--- config.mk ---
export PLATFORM = sky130hd
export DESIGN_NAME = glitch_pulse_gen
export DESIGN_NICKNAME = d
export VERILOG_FILES = /design/src/rtl/glitch_pkg.sv /design/src/rtl/sync_edge_detect.sv /design/src/rtl/glitch_pulse_gen.sv
export SDC_FILE = /design/constraint.sdc
export NUM_CORES = 1
export LEC_CHECK = 0
export BUFFER_PORTS_ARGS = -buffer_cell sky130_fd_sc_hd__buf_4
export CORE_MARGIN = 3
export CORE_UTILIZATION = 46
export DETAILED_ROUTE_END_ITERATION = 7
export SYNTH_ARGS = -nofsm -noshare
export SYNTH_HDL_FRONTEND = slang
export SYNTH_SLANG_ARGS = --single-unit
--- constraint.sdc ---
create_clock -name clk -period 5.9 [get_ports clk]
set_input_delay 0.885 -clock clk [delete_from_list [all_inputs] [get_ports clk]]
set_output_delay 0.885 -clock clk [all_outputs]
set_load 0.01 [all_outputs]
--- src/rtl/glitch_pkg.sv ---
// glitch_pkg
// Shared definitions for the glitch pulse generator and the UART command
// handler that programs it: configuration field widths, the generator
// state encoding and a small helper for loading down-counters.
package glitch_pkg;

  localparam int DELAY_W      = 16;
  localparam int WIDTH_W      = 8;
  localparam int NUM_PULSES_W = 8;
  localparam int SPACING_W    = 16;
  localparam int PHASE_W      = 16;

  typedef enum logic [2:0] {
    ST_IDLE,
    ST_ARMED,
    ST_DELAY,
    ST_PULSE,
    ST_SPACE,
    ST_DONE
  } state_t;

  // A phase that lasts n cycles counts n-1 down to 0. Saturates so a zero
  // request can never wrap the counter.
  function automatic logic [PHASE_W-1:0] cycles_to_phase(input logic [PHASE_W-1:0] n);
    return (n == '0) ? '0 : n - 1'b1;
  endfunction

endpackage

--- src/rtl/sync_edge_detect.sv ---
// sync_edge_detect
// Brings an asynchronous level into the clk domain through a flop chain and
// emits a registered one-cycle strobe on its rising edge.
// Ports:
//   clk      system clock
//   rst      asynchronous active-high reset
//   i_async  asynchronous input level
//   o_rise   one-cycle strobe, high the cycle after a synchronized 0->1
module sync_edge_detect #(
  parameter int SYNC_STAGES = 2
) (
  input  logic clk,
  input  logic rst,
  input  logic i_async,
  output logic o_rise
);

  logic [SYNC_STAGES-1:0] r_sync;
  logic                   r_prev;
  logic                   r_rise;

  // Synchronizer chain, previous-value flop and registered edge strobe.
  always_ff @(posedge clk or posedge rst) begin
    if (rst) begin
      r_sync <= '0;
      r_prev <= 1'b0;
      r_rise <= 1'b0;
    end else begin
      r_sync <= {r_sync[SYNC_STAGES-2:0], i_async};
      r_prev <= r_sync[SYNC_STAGES-1];
      r_rise <= r_sync[SYNC_STAGES-1] & ~r_prev;
    end
  end

  assign o_rise = r_rise;

endmodule

--- src/rtl/glitch_pulse_gen.sv ---
// glitch_pulse_gen
// Arms on a level enable, waits for a rising edge on the external target
// trigger, counts out a programmed delay and then drives a train of glitch
// pulses. The glitch output comes straight from a flop so the downstream
// crowbar/clock-glitch driver never sees combinational hazards.
// Ports:
//   clk              system clock
//   rst              asynchronous active-high reset
//   trigger_i        target trigger, asynchronous to clk
//   arm_i            level enable; dropping it aborts a running train
//   delay_i          cycles from trigger detection to first pulse
//   width_i          high cycles per pulse
//   num_pulses_i     pulses per trigger
//   pulse_spacing_i  low cycles between pulses
//   glitch_o         registered glitch output
//   busy_o           high while delaying or emitting the train
//   done_o           one-cycle strobe after a completed train
module glitch_pulse_gen
  import glitch_pkg::*;
#(
  parameter int SYNC_STAGES = 2
) (
  input  logic                    clk,
  input  logic                    rst,
  input  logic                    trigger_i,
  input  logic                    arm_i,
  input  logic [DELAY_W-1:0]      delay_i,
  input  logic [WIDTH_W-1:0]      width_i,
  input  logic [NUM_PULSES_W-1:0] num_pulses_i,
  input  logic [SPACING_W-1:0]    pulse_spacing_i,
  output logic                    glitch_o,
  output logic                    busy_o,
  output logic                    done_o
);

  state_t                  r_state;
  logic [PHASE_W-1:0]      r_phase;
  logic [NUM_PULSES_W-1:0] r_pulses;
  logic [DELAY_W-1:0]      r_delay;
  logic [WIDTH_W-1:0]      r_width;
  logic [NUM_PULSES_W-1:0] r_num;
  logic [SPACING_W-1:0]    r_spacing;
  logic                    r_glitch;
  logic                    r_busy;
  logic                    r_done;

  state_t                  w_next_state;
  logic [PHASE_W-1:0]      w_next_phase;
  logic [NUM_PULSES_W-1:0] w_next_pulses;
  logic                    w_latch;
  logic                    w_rise;
  logic [DELAY_W-1:0]      w_delay;
  logic [WIDTH_W-1:0]      w_width;
  logic [NUM_PULSES_W-1:0] w_num;
  logic [SPACING_W-1:0]    w_spacing;
  logic                    w_no_train;
  logic [PHASE_W-1:0]      w_width_load;
  logic [PHASE_W-1:0]      w_spacing_load;

  sync_edge_detect #(
    .SYNC_STAGES(SYNC_STAGES)
  ) u_trig (
    .clk     (clk),
    .rst     (rst),
    .i_async (trigger_i),
    .o_rise  (w_rise)
  );

  // Effective configuration: live inputs while waiting for the trigger (they
  // are being captured on that very edge), the shadow copy once running.
  always_comb begin
    if (r_state == ST_ARMED) begin
      w_delay   = delay_i;
      w_width   = width_i;
      w_num     = num_pulses_i;
      w_spacing = pulse_spacing_i;
    end else begin
      w_delay   = r_delay;
      w_width   = r_width;
      w_num     = r_num;
      w_spacing = r_spacing;
    end
  end

  assign w_no_train     = (w_num == '0) || (w_width == '0);
  assign w_width_load   = cycles_to_phase(PHASE_W'(w_width));
  assign w_spacing_load = cycles_to_phase(PHASE_W'(w_spacing));

  // Next-state and counter logic. The phase counter times every DELAY, PULSE
  // and SPACE interval by counting down to zero; the pulse counter holds the
  // number of pulses still to be started or finished.
  always_comb begin
    w_next_state  = r_state;
    w_next_phase  = (r_phase != '0) ? r_phase - 1'b1 : '0;
    w_next_pulses = r_pulses;
    w_latch       = 1'b0;

    unique case (r_state)
      ST_IDLE: begin
        w_next_phase  = '0;
        w_next_pulses = '0;
        if (arm_i) begin
          w_next_state = ST_ARMED;
        end
      end

      ST_ARMED: begin
        w_next_phase  = '0;
        w_next_pulses = '0;
        if (!arm_i) begin
          w_next_state = ST_IDLE;
        end else if (w_rise) begin
          w_latch       = 1'b1;
          w_next_pulses = w_num;
          // A zero delay goes straight to the train so the first pulse
          // starts on the very next edge.
          if (w_delay != '0) begin
            w_next_state = ST_DELAY;
            w_next_phase = cycles_to_phase(w_delay);
          end else if (w_no_train) begin
            w_next_state = ST_DONE;
          end else begin
            w_next_state = ST_PULSE;
            w_next_phase = w_width_load;
          end
        end
      end

      ST_DELAY: begin
        if (!arm_i) begin
          w_next_state  = ST_IDLE;
          w_next_phase  = '0;
          w_next_pulses = '0;
        end else if (r_phase == '0) begin
          if (w_no_train) begin
            w_next_state = ST_DONE;
          end else begin
            w_next_state = ST_PULSE;
            w_next_phase = w_width_load;
          end
        end
      end

      ST_PULSE: begin
        if (!arm_i) begin
          w_next_state  = ST_IDLE;
          w_next_phase  = '0;
          w_next_pulses = '0;
        end else if (r_phase == '0) begin
          if (r_pulses <= 1) begin
            w_next_state  = ST_DONE;
            w_next_pulses = '0;
          end else begin
            w_next_pulses = r_pulses - 1'b1;
            // Zero spacing chains pulses back to back into one high run.
            if (w_spacing == '0) begin
              w_next_state = ST_PULSE;
              w_next_phase = w_width_load;
            end else begin
              w_next_state = ST_SPACE;
              w_next_phase = w_spacing_load;
            end
          end
        end
      end

      ST_SPACE: begin
        if (!arm_i) begin
          w_next_state  = ST_IDLE;
          w_next_phase  = '0;
          w_next_pulses = '0;
        end else if (r_phase == '0) begin
          w_next_state = ST_PULSE;
          w_next_phase = w_width_load;
        end
      end

      ST_DONE: begin
        w_next_phase  = '0;
        w_next_pulses = '0;
        w_next_state  = arm_i ? ST_ARMED : ST_IDLE;
      end

      default: begin
        w_next_state  = ST_IDLE;
        w_next_phase  = '0;
        w_next_pulses = '0;
      end
    endcase
  end

  // State, counters and outputs. Outputs are decoded from the next state so
  // they are registered yet line up with the state they describe.
  always_ff @(posedge clk or posedge rst) begin
    if (rst) begin
      r_state  <= ST_IDLE;
      r_phase  <= '0;
      r_pulses <= '0;
      r_glitch <= 1'b0;
      r_busy   <= 1'b0;
      r_done   <= 1'b0;
    end else begin
      r_state  <= w_next_state;
      r_phase  <= w_next_phase;
      r_pulses <= w_next_pulses;
      r_glitch <= (w_next_state == ST_PULSE);
      r_busy   <= (w_next_state == ST_DELAY) || (w_next_state == ST_PULSE) ||
                  (w_next_state == ST_SPACE);
      r_done   <= (w_next_state == ST_DONE);
    end
  end

  // Shadow configuration captured on the accepted trigger edge.
  always_ff @(posedge clk or posedge rst) begin
    if (rst) begin
      r_delay   <= '0;
      r_width   <= '0;
      r_num     <= '0;
      r_spacing <= '0;
    end else if (w_latch) begin
      r_delay   <= delay_i;
      r_width   <= width_i;
      r_num     <= num_pulses_i;
      r_spacing <= pulse_spacing_i;
    end
  end

  assign glitch_o = r_glitch;
  assign busy_o   = r_busy;
  assign done_o   = r_done;

endmodule

# --- After elaboration in Yosys (flattened, before gate mapping) ---
# Index checks and enable logic that the tools add are counted.
word_totals:
  wordCells: 91
  ff_bits: 82
  out_inout_bits: 3
  input_bits: 52
classes:
  mux: 46
  reduce_logical: 13
  magnitude_cmp: 1
  eq_ne: 11
  bitwise: 2
  add_sub_neg: 5
ops:
  columns: ["operator", "count"]
  rows:
  - ["16-bit 2-to-1 mux", 18]
  - ["8-bit 2-to-1 mux", 8]
  - ["16-bit one-hot mux with 4 select lines", 1]
  - ["16-bit logical NOT", 3]
  - ["16-bit by 1-bit subtractor with 16-bit output, second input constant", 3]
  - ["3-bit 2-to-1 mux", 13]
  - ["16-bit nonzero test", 2]
  - ["8-bit one-hot mux with 3 select lines", 1]
  - ["3-bit one-hot mux with 6 select lines", 1]
  - ["8-bit logical NOT", 2]
  - ["3-bit by 2-bit equality test with 1-bit output, second input constant", 4]
  - ["3-bit equality test, second input constant", 4]
  - ["8-bit by 1-bit subtractor with 9-bit output, second input constant", 1]
  - ["8-bit by 1-bit <= comparator with 1-bit output, second input constant", 1]
  - ["8-bit by 1-bit subtractor with 8-bit output, second input constant", 1]
  - ["1-bit 2-to-1 mux", 4]
  - ["3-bit by 1-bit equality test with 1-bit output, second input constant", 1]
  - ["3-bit logical NOT", 1]
  - ["1-bit logical OR", 3]
  - ["3-bit inequality test, second input constant", 1]
  - ["2-bit inequality test, second input constant", 1]
  - ["2-bit AND reduction", 1]
  - ["2-bit OR reduction", 1]
  - ["1-bit bitwise AND", 1]
  - ["1-bit inverter", 1]

# --- Logic depth before layout (Yosys ltp) ---
# Gate-level depths: netlist (run 1).
depth:
  word_depth: 12
  ltp_mapped: 16
  depth_no_buf: 10

# --- Hierarchy ---
# A second synthesis (run 1) with hierarchy kept.
hier_totals:
  hier_cells: 698
  hier_area_um2: 5656.7
modules_own_cells:
  columns: ["module", "instances", "area_each_um2", "seq_area_each_um2", "cells_each"]
  rows:
  - ["glitch_pulse_gen", 1, 5539.1, 1951.9, 692]
  - ["sync_edge_detect", 1, 117.6, 100.1, 6]

# --- Worst setup path after synthesis (run 1) ---
# OpenSTA, ideal clock, no wires.
synth_timing:
  path_kind: "reg2reg"
  from: "register r_state[1]"
  to: "register r_busy, in the netlist busy_o"
  setup_ps: 127
  path_slack_ps: 1330
  t_arrival_ps: 4444
  stages_incl_launch_ff: 15
  required_time_ps: 5773
  cell_sequence: "dfrtp_1 > clkbuf_1 > nor3b_2 > buf_2 > buf_2 > clkbuf_1 > buf_2 > mux2i_1 > ha_1 > or4b_2 > o31ai_1 > nor4_1 > or4_4 > a31oi_4 > o21ai_2"
synth_via:
  elab_chain_len: 12
  elab_cells_between_ends: 34
  cone_classes: "eq/ne (8); mux (18); reduce/logical (8)"
synth_rtl:
  columns: ["element", "line", "rtl"]
  rows:
  - ["start: declaration", "glitch_pulse_gen.sv:36", "state_t r_state;"]
  - ["start signal: assignment", "glitch_pulse_gen.sv:203", "r_state <= w_next_state;"]
  - ["3-bit by 1-bit equality test with 1-bit output", "glitch_pulse_gen.sv:72, glitch_pulse_gen.sv:98", null]
  - ["8-bit 2-to-1 mux", "glitch_pulse_gen.sv:72", "if (r_state == ST_ARMED) begin"]
  - ["8-bit logical NOT", "glitch_pulse_gen.sv:85", "assign w_no_train = (w_num == '0) || (w_width == '0);"]
  - ["1-bit logical OR", "glitch_pulse_gen.sv:85", null]
  - ["3-bit 2-to-1 mux", "glitch_pulse_gen.sv:120, glitch_pulse_gen.sv:135", null]
  - ["3-bit 2-to-1 mux", "glitch_pulse_gen.sv:117", "if (w_delay != '0) begin"]
  - ["3-bit 2-to-1 mux", "glitch_pulse_gen.sv:112", "end else if (w_rise) begin"]
  - ["3-bit 2-to-1 mux", "glitch_pulse_gen.sv:110", "if (!arm_i) begin"]
  - ["3-bit one-hot mux with 6 select lines (*)", "glitch_pulse_gen.sv:98", "unique case (r_state)"]
  - ["3-bit by 2-bit equality test with 1-bit output", "glitch_pulse_gen.sv:207", "r_busy <= (w_next_state == ST_DELAY) || (w_next_state == ST_PULSE) ||"]
  - ["1-bit logical OR", "glitch_pulse_gen.sv:207", null]
  - ["1-bit logical OR (*)", "glitch_pulse_gen.sv:207", null]
  - ["end signal: assignment", "glitch_pulse_gen.sv:207", null]
  - ["end: declaration", "glitch_pulse_gen.sv:44", "logic r_busy;"]
# Every way passes the cells marked *; elsewhere a longest branch is shown, timed or not.
# A chain may end at the register's enable or synchronous reset.

# --- Worst setup path after layout (run 1) ---
layout_timing:
  from: "register r_state[0]"
  to: "register r_busy, in the netlist busy_o"
# The elaborated chain is that of the path after synthesis.

==> results of run 1 <==
==> area by class of cell <==
cell class,instances,area (um^2),share of cell area
clock buffers,12,236,0.0371
clock inverters,4,26.3,0.00412
inverters,16,61.3,0.00962
multi-input cells,579,3350,0.526
flip-flops and latches,82,2050,0.322
well taps,143,179,0.0281
repair buffers,62,465,0.0730
==> cells by family (layout without fill, tap and decap cells) <==
kind of cell	Yosys count	after routing	share of synthesized area
buffers and inverters	50	94	0.0362
AOI/OAI and AO/OA	142	142	0.167
and+or+nand+nor	368	368	0.313
adders and majority gates	5	5	0.0112
muxes	26	26	0.0469
DFF	82	82	0.367
xor gates and xnor gates	38	38	0.0595
==> sequential cells by signal, indices dropped and copies added, names as in the netlist <==
register       cells
u_trig.o_rise      1
done_o             1
r_phase           16
r_spacing         16
u_trig.r_prev      1
r_width            8
r_state            3
busy_o             1
r_delay           16
r_pulses           8
r_num              8
u_trig.r_sync      2
glitch_o           1
==> worst reg2reg max path: stages (launching register included) <==
cell	delay, ns
dfrtp_1	0.59
nor3b_4	0.37
buf_4	0.57
mux2i_1	0.46
ha_1	0.30
nor3b_1	0.43
nand4b_1	0.18
o31a_1	0.15
nor3_1	0.18
buf_4	0.25
nor3b_1	0.27
o311ai_2	0.15
o21ai_2	0.15
==> placed cells by master (no fill, tap or decap), drive strengths merged, types with 16 or more instances in the layout <==
cell,netlist,layout
a21oi,25,25
buf,11,62
dfrtp,82,82
inv,16,16
mux2i,24,24
nand2,175,175
nor2,56,56
nor3,32,32
nor4,25,25
o21ai,45,45
xnor2,20,20
xor2,18,18
==> metrics by stage <==
| stage | power, mW | instances | hold WS, ns |
|---|---|---|---|
| after floorplan | 2.21 | 711 | 0.331 |
| after global placement | 2.69 | 882 | 0.344 |
| after detailed placement | 2.70 | 882 | 0.347 |
| after CTS | 3.24 | 898 | 0.361 |
| after global routing | 3.51 | 898 | 0.368 |
| final | 3.26 | 898 | 0.359 |
==> final timing paths <==
check	from	endpoint	slack, ns	cells past startpoint
min reg2reg	u_trig.r_sync[0]	u_trig.r_sync[1]	0.36	0
min in group asynchronous	rst	u_trig.o_rise	0.60	2
max	r_state[0]	busy_o	1.76	12
max reg2reg	r_state[0]	busy_o	1.76	12
min	u_trig.r_sync[0]	u_trig.r_sync[1]	0.36	0
max in group asynchronous	rst	r_pulses[5]	4.26	3
==> per-layer routing <==
layer	part of all wire	GRT usage	up-vias
met5	0	0	-
met4	0.014	0.0712	0
met3	0.051	0.0389	17
met2	0.44	0.368	140
met1	0.49	0.378	2620
li1	-	-	2597
==> power by group <==
part | internal, mW | leakage (nW) | switching, mW | total [mW]
Combinational | 0.666 | 1.70 | 1.12 | 1.78
Clock | 0.286 | 0.127 | 0.237 | 0.523
Sequential | 0.750 | 1.06 | 0.200 | 0.950
Total | 1.70 | 2.89 | 1.55 | 3.26
==> flow_summary_export.csv, run 1 <==
group,metric,value,unit
synthesis,synth_edf_count,0,
setup_path,critPathCaptureType,"register",
setup_path,critPathBufInv,2,
routing,vias_per_cell,5.98,
routing,drc_errors,0,
cts,cts.clk_slew.worst_paths,0.07,ns
setup_path,crit_type,"register to register",
sta,hold_violations,0,
cts,ctsHoldBuffers,0,
cts,cts_root_buf,"clkbuf_16",
finish,fill_cells,1131,
synthesis,ys_seq_area_frac,0.367,
finish,design_area,6370,um^2
synthesis,synth_area,5600,um^2
sta,clock.fmax,242,MHz
grt,grt_first_pass_wirelength,26.6,mm
floorplan,ios,55,
floorplan,core-area,11700,um^2
place,dpl-instance-area,6110,um^2
setup_path,crit_fanout,50,
grt,grt_pass1_vias,5034,
sta,finalSetupTns,0,ns
cts,cts_setup_buffers,0,
synthesis,post-synth-top-count-cell,"nand2_1",
status,status,"completed",
floorplan,die_area,13500,um^2
setup_path,critPathSlowestCell,"dfrtp_1",
floorplan,initial_core_util,0.480,
finish,final_util,0.547,
routing,wire_per_inst,18.2,um
finish,n_antenna_cell,0,
power_and_ir_drop,power_density,511,nW/um^2
cts,tritoncts,"built",
cts,cts_buffer_depth,2,
cts,cts_sinks,82,
synthesis,ys_types,62,
job,drv_cap,0,
routing,via_count,5374,
synthesis,yosysTopAreaCell,"dfrtp_1",
grt,grt_max_degree,59,
setup_path,worst_path_largest_cell_delay,0.59,ns
synthesis,synth-main-ff-cell,"dfrtp_1",
setup_path,startpoint_type,"register",
sta,period_minus_slack,4.14,ns
setup_path,critPathRequiredTime,6.18,ns
place,preCtsSetupSlack,1.81,ns
cts,h-tree-depth,3,
synthesis,synth_nets,768,
sta,finalClockSkew,0.00806,ns
worst_hold_path,hold_class,"register to register",
place,gp_congestion,0.944,
synthesis,netlist_top_cells_count,"nand2_1 (175), dfrtp_1 (82), nor2_1 (56)",
routing,drt-total-wl,16.4,mm
synthesis,synth_area_leaders,"dfrtp_1 (37%), nand2_1 (12%), mux2i_1 (4.3%)",
sta,rsz0062_at_grt,"false",
finish,drive_gt1_frac,0.125,
sta,maxSlewViolCount,0,
place,dp_hpwl,11.8,mm
routing,drt_iter0_drc,517,
grt,globalRouteTotalUtil,0.249,
routing,first_pass_iters,5,
routing,drtAntennaViolNets,0,
sta,fin_ws,1.76,ns
finish,layout.nets,807,
setup_path,arrival,4.41,ns
synthesis,synth_area_per_cell,7.87,um^2
synthesis,ys_ff_latch,82,
power_and_ir_drop,p_leak,2.89,nW
floorplan,die_w,116,um
grt,grt-ovfl-total,0,
finish,syn_to_final_growth,13.9,%
setup_path,cp_cell_sequence,"nor3b_4 > buf_4 > mux2i_1 > ha_1 > nor3b_1 > nand4b_1 > o31a_1 > nor3_1 > buf_4 > nor3b_1 > o311ai_2 > o21ai_2",
synthesis,synth_warnings,0,
synthesis,synth_top_area_frac,0.367,
sta,setup_violations,0,
synthesis,async_flop_share,1.00,
grt,antenna_found_initial,0,
sta,timing.final.crit_share,0.701,
cts,numCtsBuffers,9,
power_and_ir_drop,vdd_drop_max,0.264,mV
floorplan,rows,39,
synthesis,synth_cells,711,
cts,clock_latency,0.35,ns
cts,ctsResizeCount,0,
floorplan,chipHeight,116,um
sta,worstMarginPinSlew,1.16,ns
setup_path,path_delay_family,"simple AND/OR/NAND/NOR gates",
place,io_buffers,54,
sta,relSlewSlack,0.225,
Power figures use the tool's default switching activity.
==> inputs of run 2 (changes only) <==
==> constraint.sdc (replaced) <==
create_clock -name clk -period 4.1 [get_ports clk]
set_input_delay 0.615 -clock clk [delete_from_list [all_inputs] [get_ports clk]]
set_output_delay 0.615 -clock clk [all_outputs]
set_load 0.01 [all_outputs]
==> flow_summary_export.csv, run 2 (synthesized netlist as in run 1, its figures left out) <==
group,metric,value,unit
status,status,"completed",
finish,syn_to_final_growth,16.7,%
floorplan,core-area,11700,um^2
floorplan,ios,55,
setup_path,critPathCaptureType,"register",
sta,period_minus_slack,3.56,ns
setup_path,path_delay_family,"simple AND/OR/NAND/NOR gates",
setup_path,crit_type,"register to register",
sta,hold_violations,0,
place,dpl-instance-area,6200,um^2
setup_path,critPathRequiredTime,4.37,ns
cts,ctsHoldBuffers,0,
power_and_ir_drop,p_leak,2.96,nW
grt,grt_pass1_vias,5164,
grt,use_met2,0.398,
sta,finalClockSkew,0.00712,ns
place,dp_hpwl,12.6,mm
grt,gr-usage-met1,0.385,
setup_path,arrival,3.83,ns
grt,grt_max_degree,36,
routing,first_pass_iters,5,
floorplan,initial_core_util,0.480,
sta,finalSetupTns,0,ns
finish,multi_input_area,3370,um^2
finish,final_util,0.560,
floorplan,die_area,13500,um^2
finish,layout_common_cells,"nand2_1 (175), dfrtp_1 (82), buf_4 (72)",
sta,clock.fmax,281,MHz
power_and_ir_drop,p_total,4.88,mW
floorplan,die_w,116,um
floorplan,rows,39,
sta,fin_ws,0.543,ns
setup_path,crit_fanout,12,
routing,drtAntennaViolNets,0,
place,preCtsSetupSlack,0.602,ns
sta,timing.final.crit_share,0.868,
power_and_ir_drop,vdd_drop_max,0.495,mV
cts,cts_buffer_depth,2,
finish,design_area,6530,um^2
cts,numCtsBuffers,9,
setup_path,critPathBufInv,1,
cts,tritoncts,"built",
cts,ctsResizeCount,0,
cts,cts_sinks,82,
setup_path,cp_cell_sequence,"nor3b_4 > buf_4 > mux2i_1 > ha_1 > or4b_2 > or4b_2 > nand2_1 > o21ai_0 > o21ai_0 > nand3_1 > o21ai_1",
grt,grt-ovfl-total,0,
setup_path,critPathSlowestCell,"or4b_2",
power_and_ir_drop,power_density,748,nW/um^2
grt,antenna_found_initial,0,
setup_path,worst_path_largest_cell_delay,0.68,ns
sta,relSlewSlack,0.522,
routing,drc_errors,0,
grt,globalRouteTotalUtil,0.264,
sta,worstMarginPinSlew,0.712,ns
routing,wire_per_inst,18.7,um
cts,cts.clk_slew.worst_paths,0.06,ns
place,gp_congestion,0.916,
cts,clock_latency,0.35,ns
worst_hold_path,hold_class,"input port to asynchronous set/reset pin",
finish,final_common_cell,"nand2_1",
grt,grt_most_used_layer,"met2",
routing,vias_per_cell,5.98,
finish,largestRegisters,"r_delay: 16 flops, r_phase: 16 flops, r_spacing: 16 flops",
grt,grt_first_pass_wirelength,27.5,mm
job,drv_cap,0,
place,io_buffers,54,
routing,drt-total-wl,17.0,mm
finish,register_area,2050,um^2
routing,via_count,5427,
cts,h-tree-depth,3,
setup_path,startpoint_type,"register",
grt,use_met3,0.0627,
sta,setup_violations,0,
finish,fill_cells,1101,
routing,drt_iter0_drc,345,
finish,n_antenna_cell,0,
finish,drive_gt1_frac,0.141,
finish,layout.nets,817,
sta,rsz0062_at_grt,"false",
floorplan,chipHeight,116,um
cts,cts_setup_buffers,0,
sta,maxSlewViolCount,0,
cts,cts_root_buf,"clkbuf_16",
==> run 2: cell types whose count changed in the layout (fill, tap and decap cells not counted), sizes merged <==
cell,previous run,this run
buf,62,72
clkinvlp,1,4
bufinv,0,2
clkbuf,12,10
clkinv,3,1
inv,16,15
==> run 2: power by group <==
group / switching (mW) / total (mW) / internal [mW]
Combinational: 1.63 / 2.62 / 0.991
Sequential: 0.289 / 1.37 / 1.08
Clock: 0.345 / 0.895 / 0.550
Total: 2.26 / 4.88 / 2.62
==> run 2: final cells by class <==
type / instances / share of cell area
Timing Repair Buffer: 72 / 0.0828
Multi-Input combinational cell: 579 / 0.516
Sequential cell: 82 / 0.314
Inverter: 16 / 0.00939
Clock buffer: 10 / 0.0366
Clock inverter: 6 / 0.0138
Tap cell: 143 / 0.0274
==> run 2: layer usage <==
metal | vias up | share of wire
met4 | 0 | 0.011
li1 | 2625 | -
met1 | 2622 | 0.47
met3 | 15 | 0.066
met5 | - | 0
met2 | 165 | 0.45
==> run 2: stage by stage <==
step | instances | hold slack, ns
after detailed placement | 892 | 0.365
after floorplan | 711 | 0.331
after global placement | 892 | 0.335
after CTS | 908 | 0.296
after global routing | 908 | 0.317
final | 908 | 0.287
==> run 2: final timing paths <==
path                                        from          endpoint  slack, ns  cells past startpoint
worst min-delay path                         rst        r_delay[3]       0.29                      2
min in group clk                       trigger_i  u_trig.r_sync[0]       0.38                      1
max in group asynchronous                    rst       r_phase[12]       2.92                      3
worst max register to register        r_state[0]        r_phase[6]       0.54                     11
worst min register to register  u_trig.r_sync[1]     u_trig.r_prev       0.38                      0
worst max-delay path                  r_state[0]        r_phase[6]       0.54                     11
==> run 2: worst reg2reg max path, cell delays in order, from the launching register on <==
cell and delay [ns]:
dfrtp_1 0.58, nor3b_4 0.28, buf_4 0.24, mux2i_1 0.26
ha_1 0.24, or4b_2 0.68, or4b_2 0.64, nand2_1 0.07
o21ai_0 0.11, o21ai_0 0.17, nand3_1 0.10, o21ai_1 0.12
